$ cat src/rtl/mem_ops_pkg.sv
// Shared encodings for the MEM-stage data-memory controller: load/store
// op codes, controller FSM states and write byte-enable constants.
package mem_ops_pkg;

  // Load op codes carried on MEM_READ; 110 and 111 behave as no load.
  typedef enum logic [2:0] {
    LD_NONE = 3'b000,
    LD_LB   = 3'b001,
    LD_LH   = 3'b010,
    LD_LW   = 3'b011,
    LD_LBU  = 3'b100,
    LD_LHU  = 3'b101
  } load_op_e;

  // Store op codes carried on MEM_WRITE; anything above 011 is no store.
  typedef enum logic [2:0] {
    ST_NONE = 3'b000,
    ST_SB   = 3'b001,
    ST_SH   = 3'b010,
    ST_SW   = 3'b011
  } store_op_e;

  // Controller states.
  typedef enum logic [1:0] {
    S_IDLE  = 2'b00,
    S_READ  = 2'b01,
    S_WRITE = 2'b10,
    S_DONE  = 2'b11
  } state_e;

  // Write lane enables, bit i = byte i (little-endian).
  localparam logic [3:0] BE_NONE    = 4'b0000;
  localparam logic [3:0] BE_BYTE0   = 4'b0001;
  localparam logic [3:0] BE_LO_HALF = 4'b0011;
  localparam logic [3:0] BE_HI_HALF = 4'b1100;
  localparam logic [3:0] BE_WORD    = 4'b1111;

  // True when the MEM_READ code names a real load.
  function automatic logic is_load(input logic [2:0] op);
    return (op == LD_LB) || (op == LD_LH) || (op == LD_LW) ||
           (op == LD_LBU) || (op == LD_LHU);
  endfunction

  // True when the MEM_WRITE code names a real store.
  function automatic logic is_store(input logic [2:0] op);
    return (op == ST_SB) || (op == ST_SH) || (op == ST_SW);
  endfunction

endpackage

$ cat src/rtl/lsu_align.sv
// Combinational byte-lane logic for the data-memory controller.
// The request side (live pipeline inputs) yields misalignment, store lane
// replication and byte enables; the captured side (op and offset latched
// when the access started) yields the extracted, extended load result.
module lsu_align
  import mem_ops_pkg::*;
(
  input  logic [2:0]  req_ld_op,
  input  logic [2:0]  req_st_op,
  input  logic [1:0]  req_off,
  input  logic [31:0] store_data,
  input  logic [2:0]  cap_ld_op,
  input  logic [1:0]  cap_off,
  input  logic [31:0] mem_word,
  output logic        misaligned,
  output logic [31:0] store_lanes,
  output logic [3:0]  byte_en,
  output logic [31:0] load_result
);

  logic [7:0]  sel_byte;
  logic [15:0] sel_half;

  // A pending load wins over a store, so only its alignment matters then.
  always_comb begin
    misaligned = 1'b0;
    if (is_load(req_ld_op)) begin
      case (req_ld_op)
        LD_LH, LD_LHU: misaligned = req_off[0];
        LD_LW:         misaligned = |req_off;
        default:       misaligned = 1'b0;
      endcase
    end else begin
      case (req_st_op)
        ST_SH:   misaligned = req_off[0];
        ST_SW:   misaligned = |req_off;
        default: misaligned = 1'b0;
      endcase
    end
  end

  // Replicate store data across lanes so memory only needs the enables.
  always_comb begin
    store_lanes = store_data;
    byte_en     = BE_NONE;
    case (req_st_op)
      ST_SB: begin
        store_lanes = {4{store_data[7:0]}};
        byte_en     = BE_BYTE0 << req_off;
      end
      ST_SH: begin
        store_lanes = {2{store_data[15:0]}};
        byte_en     = req_off[1] ? BE_HI_HALF : BE_LO_HALF;
      end
      ST_SW: begin
        store_lanes = store_data;
        byte_en     = BE_WORD;
      end
      default: begin
        store_lanes = store_data;
        byte_en     = BE_NONE;
      end
    endcase
  end

  // Pick the addressed byte and half out of the returned memory word.
  always_comb begin
    case (cap_off)
      2'd0:    sel_byte = mem_word[7:0];
      2'd1:    sel_byte = mem_word[15:8];
      2'd2:    sel_byte = mem_word[23:16];
      default: sel_byte = mem_word[31:24];
    endcase
    sel_half = cap_off[1] ? mem_word[31:16] : mem_word[15:0];
  end

  // Sign- or zero-extend the selected field to the register width.
  always_comb begin
    case (cap_ld_op)
      LD_LB:   load_result = {{24{sel_byte[7]}}, sel_byte};
      LD_LBU:  load_result = {24'd0, sel_byte};
      LD_LH:   load_result = {{16{sel_half[15]}}, sel_half};
      LD_LHU:  load_result = {16'd0, sel_half};
      LD_LW:   load_result = mem_word;
      default: load_result = 32'd0;
    endcase
  end

endmodule

$ cat src/rtl/data_mem_ctrl.sv
// MEM-stage data-memory controller. Accepts the EX/MEM load/store request,
// runs a strobe/busy handshake with word-wide memory and stalls the whole
// pipeline through BUSY_WAIT until the access has finished.
module data_mem_ctrl
  import mem_ops_pkg::*;
#(
  parameter int ADDR_W = 32
) (
  input  logic              CLK,
  input  logic              RESET,
  input  logic [2:0]        MEM_READ,
  input  logic [2:0]        MEM_WRITE,
  input  logic [ADDR_W-1:0] ADDRESS,
  input  logic [31:0]       WRITE_DATA,
  output logic [31:0]       READ_DATA,
  output logic              BUSY_WAIT,
  output logic              MISALIGNED,
  output logic [ADDR_W-3:0] MEM_ADDR,
  output logic              MEM_RD,
  output logic              MEM_WR,
  output logic [3:0]        MEM_BYTE_EN,
  output logic [31:0]       MEM_WRITEDATA,
  input  logic [31:0]       MEM_READDATA,
  input  logic              MEM_BUSYWAIT
);

  state_e      state;
  state_e      state_next;
  logic        req_is_load;
  logic        req_is_store;
  logic        req_valid;
  logic        req_misaligned;
  logic        accept;
  logic        finish;
  logic [2:0]  cap_ld_op;
  logic [1:0]  cap_off;
  logic [31:0] store_lanes;
  logic [3:0]  store_be;
  logic [31:0] load_result;
  logic [31:0] read_data_q;

  assign req_is_load  = is_load(MEM_READ);
  assign req_is_store = is_store(MEM_WRITE);
  assign req_valid    = req_is_load | req_is_store;
  assign MISALIGNED   = req_misaligned;

  // A rejected misaligned request reads back as zero while it sits in IDLE.
  assign READ_DATA = ((state == S_IDLE) && req_misaligned) ? 32'd0 : read_data_q;

  lsu_align u_align (
    .req_ld_op   (MEM_READ),
    .req_st_op   (MEM_WRITE),
    .req_off     (ADDRESS[1:0]),
    .store_data  (WRITE_DATA),
    .cap_ld_op   (cap_ld_op),
    .cap_off     (cap_off),
    .mem_word    (MEM_READDATA),
    .misaligned  (req_misaligned),
    .store_lanes (store_lanes),
    .byte_en     (store_be),
    .load_result (load_result)
  );

  // Next state and stall: stall starts in the same IDLE cycle the request
  // appears, and DONE always releases the pipeline for one cycle.
  always_comb begin
    state_next = state;
    BUSY_WAIT  = 1'b0;
    accept     = 1'b0;
    finish     = 1'b0;
    case (state)
      S_IDLE: begin
        if (req_valid && !req_misaligned) begin
          BUSY_WAIT  = 1'b1;
          accept     = 1'b1;
          state_next = req_is_load ? S_READ : S_WRITE;
        end
      end
      S_READ, S_WRITE: begin
        BUSY_WAIT = 1'b1;
        if (!MEM_BUSYWAIT) begin
          finish     = 1'b1;
          state_next = S_DONE;
        end
      end
      S_DONE: begin
        state_next = S_IDLE;
      end
      default: begin
        state_next = S_IDLE;
      end
    endcase
  end

  // State register; reset abandons any access in flight.
  always_ff @(posedge CLK or posedge RESET) begin
    if (RESET) begin
      state <= S_IDLE;
    end else begin
      state <= state_next;
    end
  end

  // Capture the request and raise the strobe on accept, drop it on finish.
  always_ff @(posedge CLK or posedge RESET) begin
    if (RESET) begin
      MEM_ADDR      <= '0;
      MEM_RD        <= 1'b0;
      MEM_WR        <= 1'b0;
      MEM_BYTE_EN   <= BE_NONE;
      MEM_WRITEDATA <= 32'd0;
      cap_ld_op     <= LD_NONE;
      cap_off       <= 2'd0;
    end else if (accept) begin
      MEM_ADDR  <= ADDRESS[ADDR_W-1:2];
      cap_ld_op <= MEM_READ;
      cap_off   <= ADDRESS[1:0];
      MEM_RD    <= req_is_load;
      MEM_WR    <= !req_is_load;
      if (!req_is_load) begin
        MEM_WRITEDATA <= store_lanes;
        MEM_BYTE_EN   <= store_be;
      end
    end else if (finish) begin
      MEM_RD      <= 1'b0;
      MEM_WR      <= 1'b0;
      MEM_BYTE_EN <= BE_NONE;
    end
  end

  // Latch the extended load result when memory stops stalling a read.
  always_ff @(posedge CLK or posedge RESET) begin
    if (RESET) begin
      read_data_q <= 32'd0;
    end else if (finish && (state == S_READ)) begin
      read_data_q <= load_result;
    end
  end

endmodule

$ cat config.mk
export PLATFORM = sky130hd
export DESIGN_NAME = data_mem_ctrl
export DESIGN_NICKNAME = d
export VERILOG_FILES = /design/src/rtl/mem_ops_pkg.sv /design/src/rtl/lsu_align.sv /design/src/rtl/data_mem_ctrl.sv
export SDC_FILE = /design/constraint.sdc
export NUM_CORES = 1
export LEC_CHECK = 0
export ABC_CLOCK_PERIOD_IN_PS = 3800
export CORE_MARGIN = 1.5
export CORE_UTILIZATION = 26
export CTS_BUF_LIST = sky130_fd_sc_hd__clkbuf_8
export DETAILED_ROUTE_END_ITERATION = 10
export HOLD_SLACK_MARGIN = 0.06
export PLACE_DENSITY = 0.56
export SYNTH_ARGS = -nofsm -noshare
export SYNTH_HDL_FRONTEND = slang
export SYNTH_HIERARCHICAL = 1
export SYNTH_SLANG_ARGS = --single-unit
$ cat constraint.sdc
create_clock -name CLK -period 3.8 [get_ports CLK]
set_input_delay 0.76 -clock CLK [delete_from_list [all_inputs] [get_ports CLK]]
set_output_delay 0.76 -clock CLK [all_outputs]
set_load 0.02 [all_outputs]
; ---- Word-level counts from Yosys, hierarchy flattened
; Cells that the tools add are included.
; Widths: inputs -> output; s select.
[classes]
mux = 25
n_shift = 1
bitwise_logic = 2
reduce_logical = 20
eq_ne = 21
[op_table]
columns = operator, count
row1 = $pmux 32 s5, 1
row2 = $pmux 32 s2, 1
row3 = $mux 32, 1
row4 = $pmux 8 s3, 1
row5 = $eq 3x2->1 const B, 6
row6 = $mux 16, 1
row7 = $mux 4, 4
row8 = $eq 3x3->1 const B, 4
row9 = $pmux 4 s3, 1
row10 = $eq 3x1->1 const B, 3
row11 = $mux 1, 8
row12 = $eq 2x2->1 const B, 3
row13 = $logic_or 1x1->1, 6
row14 = $mux 2, 3
row15 = $pmux 1 s2, 3
row16 = $pmux 2 s3, 1
row17 = $reduce_and 2->1, 3
row18 = $reduce_or 2->1, 3
row19 = $eq 2x1->1 const B, 2
row20 = $logic_not 2->1, 2
row21 = $ne 2x2->1 const B, 2
row22 = $shl 1x2->4 const A, 1
row23 = $logic_and 1x1->1, 3
row24 = $logic_not 1->1, 2
row25 = other kinds (4), 4
[word_totals]
out_inout_bits = 102
regBits = 107
inputBits = 105

; ---- Logic depth before layout (Yosys ltp)
; Gate-level depths: netlist (run 1).
[logic_depth]
depth_word = 12
depth_mapped = 10
ltp_nobuf = 8

; ---- By module
; Netlist (run 1), hierarchy kept.
[by_module_without_submodules]
columns = module, cells_each, instances, area_each_um2
row1 = data_mem_ctrl, 294, 1, 4505.6
row2 = lsu_align, 237, 1, 1891.8

; ---- Worst setup path before layout (run 1)
; OpenSTA, ideal clock, no wires.
[synth_timing]
path_type = input-to-output
start = input MEM_READ[1]
end = output BUSY_WAIT
stages = 8
path_slack_ps = 641
arrival_time_ps = 2399
t_required_ps = 3040
n_path_buf = 1
path_cell_list = and2_1 o21ai_0 nand3_1 nor2b_4 nor2b_4 a21oi_4 buf_6 a21oi_1
[synth_via]
elab_chain_cells = 10
[synth_rtl]
columns = item, line
row1 = "start, declared", data_mem_ctrl.sv:11  ; input logic [2:0] MEM_READ,
row2 = branches (longest 5 deep; another with $eq 3x2->1), n/a
row3 = $mux 1 *, lsu_align.sv:27  ; if (is_load(req_ld_op)) begin
row4 = via MISALIGNED, data_mem_ctrl.sv:17  ; output logic MISALIGNED,
row5 = $logic_not 1->1 *, data_mem_ctrl.sv:73  ; if (req_valid && !req_misaligned) begin
row6 = $logic_and 1x1->1 *, data_mem_ctrl.sv:73
row7 = $mux 1 *, data_mem_ctrl.sv:73
row8 = $pmux 1 s2 *, data_mem_ctrl.sv:71  ; case (state)
row9 = "end, declared", data_mem_ctrl.sv:16  ; output logic BUSY_WAIT,
; Mark *: on every way through the listed nets, which the timed path passes.

; ---- Final worst setup path (run 1)
[layout_timing]
start = input MEM_READ[1]
end = output READ_DATA[14]
[layout_via]
elab_chain_cells = 8
[layout_rtl]
columns = item, line
row1 = branches (longest 5 deep; another with $eq 3x2->1), n/a
row2 = $mux 1 *, lsu_align.sv:27
row3 = $logic_and 1x1->1 *, data_mem_ctrl.sv:48  ; assign READ_DATA = ((state == S_IDLE) && req_misaligned) ? 32'd0 : read_data_q;
row4 = $mux 32 *, data_mem_ctrl.sv:48
row5 = "end, declared", data_mem_ctrl.sv:15  ; output logic [31:0] READ_DATA,
; Mark *: on every way between the ends.

==> impl_results.md, run 1 <==
- Status: finished clean
- Drt drc: 0
- Clk network pwr share: about a tenth
- Hold Vio Cnt, Final: 0
- Layout net count: 838
- Post-Syn Instances: 531
- Initial antenna violation count: 0
- CP endpoint kind: output pin
- Max cap viols: 0
- Int Power: roughly 4000 µW
- Critical path origin: MEM_READ[1]
- # setup viols final: 0
- CP top delay family: buffers and inverters
- Starting Density: a little over a quarter
- Area share of the largest cell type after synthesis: a little over two fifths
- Reg clk slew, reported paths: between 0.1 and 0.15 ns
- Placer Congestion: ~0.81
- Number of library cell types mapped by synthesis: 50
- CTS Hold Buffers Added: 0
- Die Wd: 160 µm
- Max Slew Vio Count: 0
- HP Class: flop to flop
- Required time worst endpoint: slightly above 3 ns
- Post-route ant nets: 0
- Htree depth: 3
- Yosys Warn Count: 6
- Congestion Overflow GR: 0
- Antenna Cells: 0
- Filler cell count: ~2.5k
- Hold Startpoint: MEM_WRITEDATA[0]
- Arrival @ worst endpoint: roughly 2.8 ns
- WS Path Type: primary input to output pin
- Startpoint types: primary input
- Power Dens Cells: ~770 mW/mm²
- Initial DRC Count: about 190
- Critical path buffers and inverters: 3
- Combinational Power Share: approximately 60%
- Post-DP HPWL: around 13 mm
- Vias per cell: between 4 and 5
- Register bit total from synthesis: between 100 and 150
- Crit-path max cell delay: 0.60 ns
- Avg Inst Size Synth: 12.0 µm²
- Switching power: ~2800 µW
- First-pass GRT wire length: between 20 and 30 mm
- Sequential share of the synthesized area: around two fifths
- Global Route Usage Sum: ~14%
- Core outline area: about 0.024 mm²
- Routed len/inst: roughly 17 µm
- Largest cells by area after synthesis: dfrtp_1 (42%), mux2_2 (14%), mux2_4 (5.2%)
- EDFF count, synth: 0
- Die ar.: roughly 0.026 mm²
- Crit path time final: about 3.6 ns
- Syn nets: between 600 and 700
- Layout cell share with drive strength beyond 1: a little under a quarter
- Clock Skew: approximately 0.018 ns
- Clock buffer depth: 2
- Largest area contributor in the netlist: dfrtp_1
- CTS tree: yes
- Sinks on Clock Net: 107
- Sequential power share: between 30% and 40%
- Cell Chain, Critical Path: clkdlybuf4s50_1 > and2_1 > o21ai_0 > nand3_1 > nand2_1 > buf_12 > and2_1 > clkdlybuf4s50_1
- Row Count: 57
- Sw Share: 40.3%
- P&R area growth vs syn: 39.6%
- Final wirelength: approximately 18 mm
- Top-Level Pins: around 210
- Max frequency: roughly 280 MHz
- Count leader, synth: dfrtp_1
- DR vias: 4912
- Slew headroom: around 44%
- Worst VDD drop: 0.330 mV
- Synth top cells by count: dfrtp_1 (107), mux2_2 (80), a21o_1 (34), and2_1 (33), a22oi_1 (31)
- Pin count of the biggest net entering global routing: 50
- Skew-Pair Late Insertion Delay: between 0.3 and 0.4 ns
- Crit-path max FO: 22
- RSZ-0062 raised after global routing: false
- Final worst slack: 0.207 ns
- Vias in the first global route: ~5.0k
- Lkg Pwr: approximately 0.0039 µW
- Number of port buffers: 206
- Post-synth top flop: dfrtp_1
- Ys async rst share: 100%
- Slew @ Worst Pin: ~0.84 ns
- TNS Setup: 0 ns
- Post-CTS Setup Bufs: 0
- Clock root buffer: clkbuf_8
- Final Cycle Share: 94.5%
- Crit-path slowest cell: clkdlybuf4s50_1
- Post-place setup slack: about 0.15 ns
- Post-Syn Area: roughly 0.0064 mm²
- DRT Pass-1 Iters: 4
- DIE HEIGHT: approximately 160 µm
- PostCTS Resize Cnt: 0
- Reg2Reg Launch Point: cap_ld_op[1]
- Inserted Clock Buffers: 9
-- layout by cell type (no fill, tap or decap), drive strengths merged, types with 10 or more instances in the layout --
cell type      count
a22oi             31
nand2             29
a21o              34
clkdlybuf4s50    205
mux2             115
clkbuf            10
dfrtp            107
buf               28
mux2i             18
o21ai             22
nor2b             10
and2              34
o2bb2ai           16
-- final timing paths --
path | depth (start not counted) | to | slack (ns)
min in group asynchronous | 2 | MEM_WRITEDATA[29] | 0.69
min | 1 | MEM_WRITEDATA[0] | 0.50
max in group asynchronous | 3 | read_data_q[6] | 2.29
max reg2reg | 5 | read_data_q[4] | 1.44
min reg2reg | 1 | MEM_WRITEDATA[0] | 0.50
max | 8 | READ_DATA[14] | 0.21
-- cell type report --
cell class | count | area, µm² | share of cell area [%]
clock buffer | 10 | 138 | 1.54
sequential | 107 | 2680 | 30.0
tap | 324 | 405 | 4.54
multi-input combinational | 372 | 3350 | 37.5
inverter | 6 | 25.0 | 0.280
timing repair buffer | 233 | 2290 | 25.6
clock inverter | 6 | 50.0 | 0.560
-- cell families (layout without fill, tap and decap cells) --
family | after synthesis | count (layout) | share of synthesized area, %
buffers and inverters | 52 | 255 | 5.81
AOI/OAI and AO/OA | 133 | 133 | 16.0
muxes | 140 | 140 | 26.9
DFF | 107 | 107 | 41.9
xor gates and xnor gates | 1 | 1 | 0.137
adders and majority gates | 4 | 4 | 0.782
and+or+nand+nor | 94 | 94 | 8.53
-- metrics by stage --
| stage | area (µm²) | power [µW] | std cells | hold WS, ns | utilization, % |
|---|---|---|---|---|---|
| 2_1_floorplan | 6400 | 4640 | 531 | 0.470 | - |
| 3_3_place_gp | 8740 | 6180 | 1042 | 0.470 | 36.1 |
| 3_5_place_dp | 8740 | 6200 | 1042 | 0.474 | 36.1 |
| 4_1_cts | 8930 | 6950 | 1058 | 0.502 | 36.8 |
| 5_1_grt | 8930 | 7300 | 1058 | 0.517 | 36.8 |
| 6_report | 8930 | 6850 | 1058 | 0.496 | 36.8 |
-- flip-flops by register name, summed over array words and instances, names as in the netlist --
signal / flops
MEM_RD: 1
cap_ld_op: 3
cap_off: 2
MEM_WR: 1
state: 2
read_data_q: 32
MEM_ADDR: 30
MEM_WRITEDATA: 32
MEM_BYTE_EN: 4
-- per-layer routing --
metal	routed length, µm	part of all wire [%]	track usage, %
met4	149	0.81	3.82
met2	8040	44	21.3
met5	0	0	0
met3	1460	8.0	4.68
met1	8660	47	19.6
-- power groups by stage --
| stage | Combinational, µW | Sequential (µW) | Clock (µW) |
|---|---|---|---|
| floorplan | 2280 | 2360 | 0 |
| global placement | 4100 | 2080 | 0 |
| detailed placement | 4120 | 2080 | 0 |
| CTS | 4140 | 2070 | 744 |
| global route | 4380 | 2140 | 783 |
| finish | 4090 | 2060 | 704 |
Note: power is estimated with default switching activity, not from simulation.
==> run 2: changes to the inputs <==
--- a/config.mk
+++ b/config.mk
@@ -10,8 +10,9 @@
 export CORE_UTILIZATION = 26
 export CTS_BUF_LIST = sky130_fd_sc_hd__clkbuf_8
 export DETAILED_ROUTE_END_ITERATION = 10
+export GPL_ROUTABILITY_DRIVEN = 0
 export HOLD_SLACK_MARGIN = 0.06
-export PLACE_DENSITY = 0.56
+export PLACE_DENSITY = 0.57
 export SYNTH_ARGS = -nofsm -noshare
 export SYNTH_HDL_FRONTEND = slang
 export SYNTH_HIERARCHICAL = 1
==> run 2 against run 1 <==
Against the previous run:
- total power up 0.62%
- sequential power about the same
- non-clock buffer count down 4
- maximum frequency is 0.12% lower
- global-route usage hardly changed
- sequential share of layout area about the same
- cell count is 0.38% lower
- combinational power hardly changed
- die area stayed put
- critical path depth unchanged
- core utilization is essentially flat
- largest cell class unchanged
- largest power group unchanged
- highest routed layer unchanged
==> impl_results.md, run 2 (synthesis gave the netlist of run 1 again) <==
- Max Slew Vio Count: 0 (unchanged)
- Slew headroom: 19.8% (was 44.1%)
- Top-Level Pins: 207 (unchanged)
- Pwr Total: 6890 µW (was 6850 µW)
- Status: finished clean (unchanged)
- Pin count of the biggest net entering global routing: 38 (was 50)
- Sinks on Clock Net: 107 (unchanged)
- Post-DP HPWL: 13.0 mm (was 13.2 mm)
- Most frequent cells in the layout: clkdlybuf4s50_1 (205), dfrtp_1 (107), mux2_2 (80), a21o_1 (34), and2_1 (33) (unchanged)
- Antenna Cells: 0 (unchanged)
- Core outline area: 0.0242 mm² (unchanged)
- DIE HEIGHT: 160 µm (unchanged)
- Inserted Clock Buffers: 9 (unchanged)
- Reg clk slew, reported paths: 0.10 ns (was 0.12 ns)
- RSZ-0062 raised after global routing: false (unchanged)
- Drt drc: 0 (unchanged)
- Clock root buffer: clkbuf_8 (unchanged)
- Routed len/inst: 17.2 µm (was 17.3 µm)
- Cell Chain, Critical Path: clkdlybuf4s50_1 > and2_1 > o21ai_0 > nand3_1 > nand2_1 > buf_12 > and2_1 > clkdlybuf4s50_1 (unchanged)
- Vias per cell: 4.68 (was 4.64)
- CTS tree: yes (unchanged)
- Die Wd: 160 µm (unchanged)
- Required time worst endpoint: 3.04 ns (about the same)
- Arrival @ worst endpoint: 2.84 ns (was 2.83 ns)
- Htree depth: 3 (unchanged)
- Vias in the first global route: 4998 (was 4954)
- Crit-path max cell delay: 0.60 ns (about the same)
- Post-route ant nets: 0 (unchanged)
- Hold Vio Cnt, Final: 0 (unchanged)
- Skew-Pair Late Insertion Delay: 0.38 ns (about the same)
- Largest regs: MEM_WRITEDATA: 32 flops, read_data_q: 32 flops, MEM_ADDR: 30 flops (unchanged)
- CTS Hold Buffers Added: 0 (unchanged)
- DRT Pass-1 Iters: 4 (unchanged)
- Slew @ Worst Pin: 1.20 ns (was 0.838 ns)
- Clock Skew: 0.0168 ns (was 0.0179 ns)
- Crit-path slowest cell: clkdlybuf4s50_1 (unchanged)
- Max cap viols: 0 (unchanged)
- First-pass GRT wire length: 28.6 mm (was 28.5 mm)
- Layout cell share with drive strength beyond 1: 22.7% (was 23.2%)
- Die ar.: 0.0256 mm² (unchanged)
- Worst VDD drop: 0.336 mV (was 0.330 mV)
- CP endpoint kind: output pin (unchanged)
- Power Dens Cells: 772 mW/mm² (was 767 mW/mm²)
- Startpoint types: primary input (unchanged)
- TNS Setup: 0 ns (unchanged)
- P&R area growth vs syn: 39.6% (about the same)
- Final Cycle Share: 94.7% (was 94.5%)
- Most common cell after layout, fill and taps aside: clkdlybuf4s50_1 (unchanged)
- CP top delay family: buffers and inverters (unchanged)
- Lkg Pwr: 0.00391 µW (about the same)
- Crit-path max FO: 33 (was 22)
- PostCTS Resize Cnt: 0 (unchanged)
- Max frequency: 278 MHz (about the same)
- HP Class: flop to flop (unchanged)
- Critical path buffers and inverters: 3 (unchanged)
- Initial DRC Count: 190 (was 185)
- Initial antenna violation count: 0 (unchanged)
- Global Route Usage Sum: 14.2% (about the same)
- Post-CTS Setup Bufs: 0 (unchanged)
- DR vias: 4930 (was 4912)
- Starting Density: 26.4% (unchanged)
- WS Path Type: primary input to output pin (unchanged)
- Number of port buffers: 206 (unchanged)
- Final wirelength: 18.2 mm (was 18.3 mm)
- Filler cell count: 2417 (was 2462)
- Clock buffer depth: 2 (unchanged)
- Row Count: 57 (unchanged)
- Layout net count: 834 (was 838)
- # setup viols final: 0 (unchanged)
- R2r setup slk: 1.41 ns (was 1.44 ns)
- Crit path time final: 3.60 ns (was 3.59 ns)
- Congestion Overflow GR: 0 (unchanged)
[run 2: final timing paths]
| check | to | from | depth (start not counted) |
|---|---|---|---|
| setup / recovery | READ_DATA[14] | MEM_READ[2] | 8 |
| hold / removal | MEM_WRITEDATA[2] | MEM_WRITEDATA[2] | 1 |
| setup reg to reg | read_data_q[7] | cap_off[1] | 6 |
| hold reg to reg | MEM_WRITEDATA[2] | MEM_WRITEDATA[2] | 1 |
| max in group asynchronous | read_data_q[11] | RESET | 3 |
| min in group asynchronous | MEM_ADDR[13] | RESET | 2 |
[run 2: final cells by class]
class                           instances  area (µm²)  area share, %
Tap cell                              324         405           4.54
Inverter                                6        25.0          0.280
Timing Repair Buffer                  229        2270           25.4
Multi-Input combinational cell        372        3350           37.5
Sequential cell                       107        2680           30.0
Clock buffer                            9         124           1.39
Clock inverter                          7        82.6          0.924
[run 2: layer usage]
layer	track usage (%)	part of all wire, %	vias up
met5	0	0	-
met4	3.82	1.3	0
met3	4.86	8.5	13
met2	21.2	44	177
met1	19.6	47	2414
li1	-	-	2326
[run 2: per-stage QoR]
stage          std cells  worst slack (ns)  hold WS, ns  util (%)  cell area (µm²)
4_1_cts             1054             0.172        0.507      36.8             8930
2_1_floorplan        531             0.223        0.470         -             6400
3_5_place_dp        1038             0.170        0.479      36.0             8730
3_3_place_gp        1038             0.194        0.471      36.0             8730
6_report            1054             0.203        0.500      36.8             8930
5_1_grt             1054           0.00936        0.522      36.8             8930
[run 2: report_power, final]
| part | switching [µW] | internal, µW |
|---|---|---|
| clock | 449 | 320 |
| combinational | 1930 | 2160 |
| sequential | 369 | 1670 |
| total | 2750 | 4140 |
[run 2: worst reg2reg max path, cell delays in order, from the launching register on]
cell,delay [ns]
dfrtp_1,0.76
buf_4,0.37
inv_1,0.31
a22o_1,0.29
a22oi_1,0.14
nand3_1,0.13
mux2_2,0.28
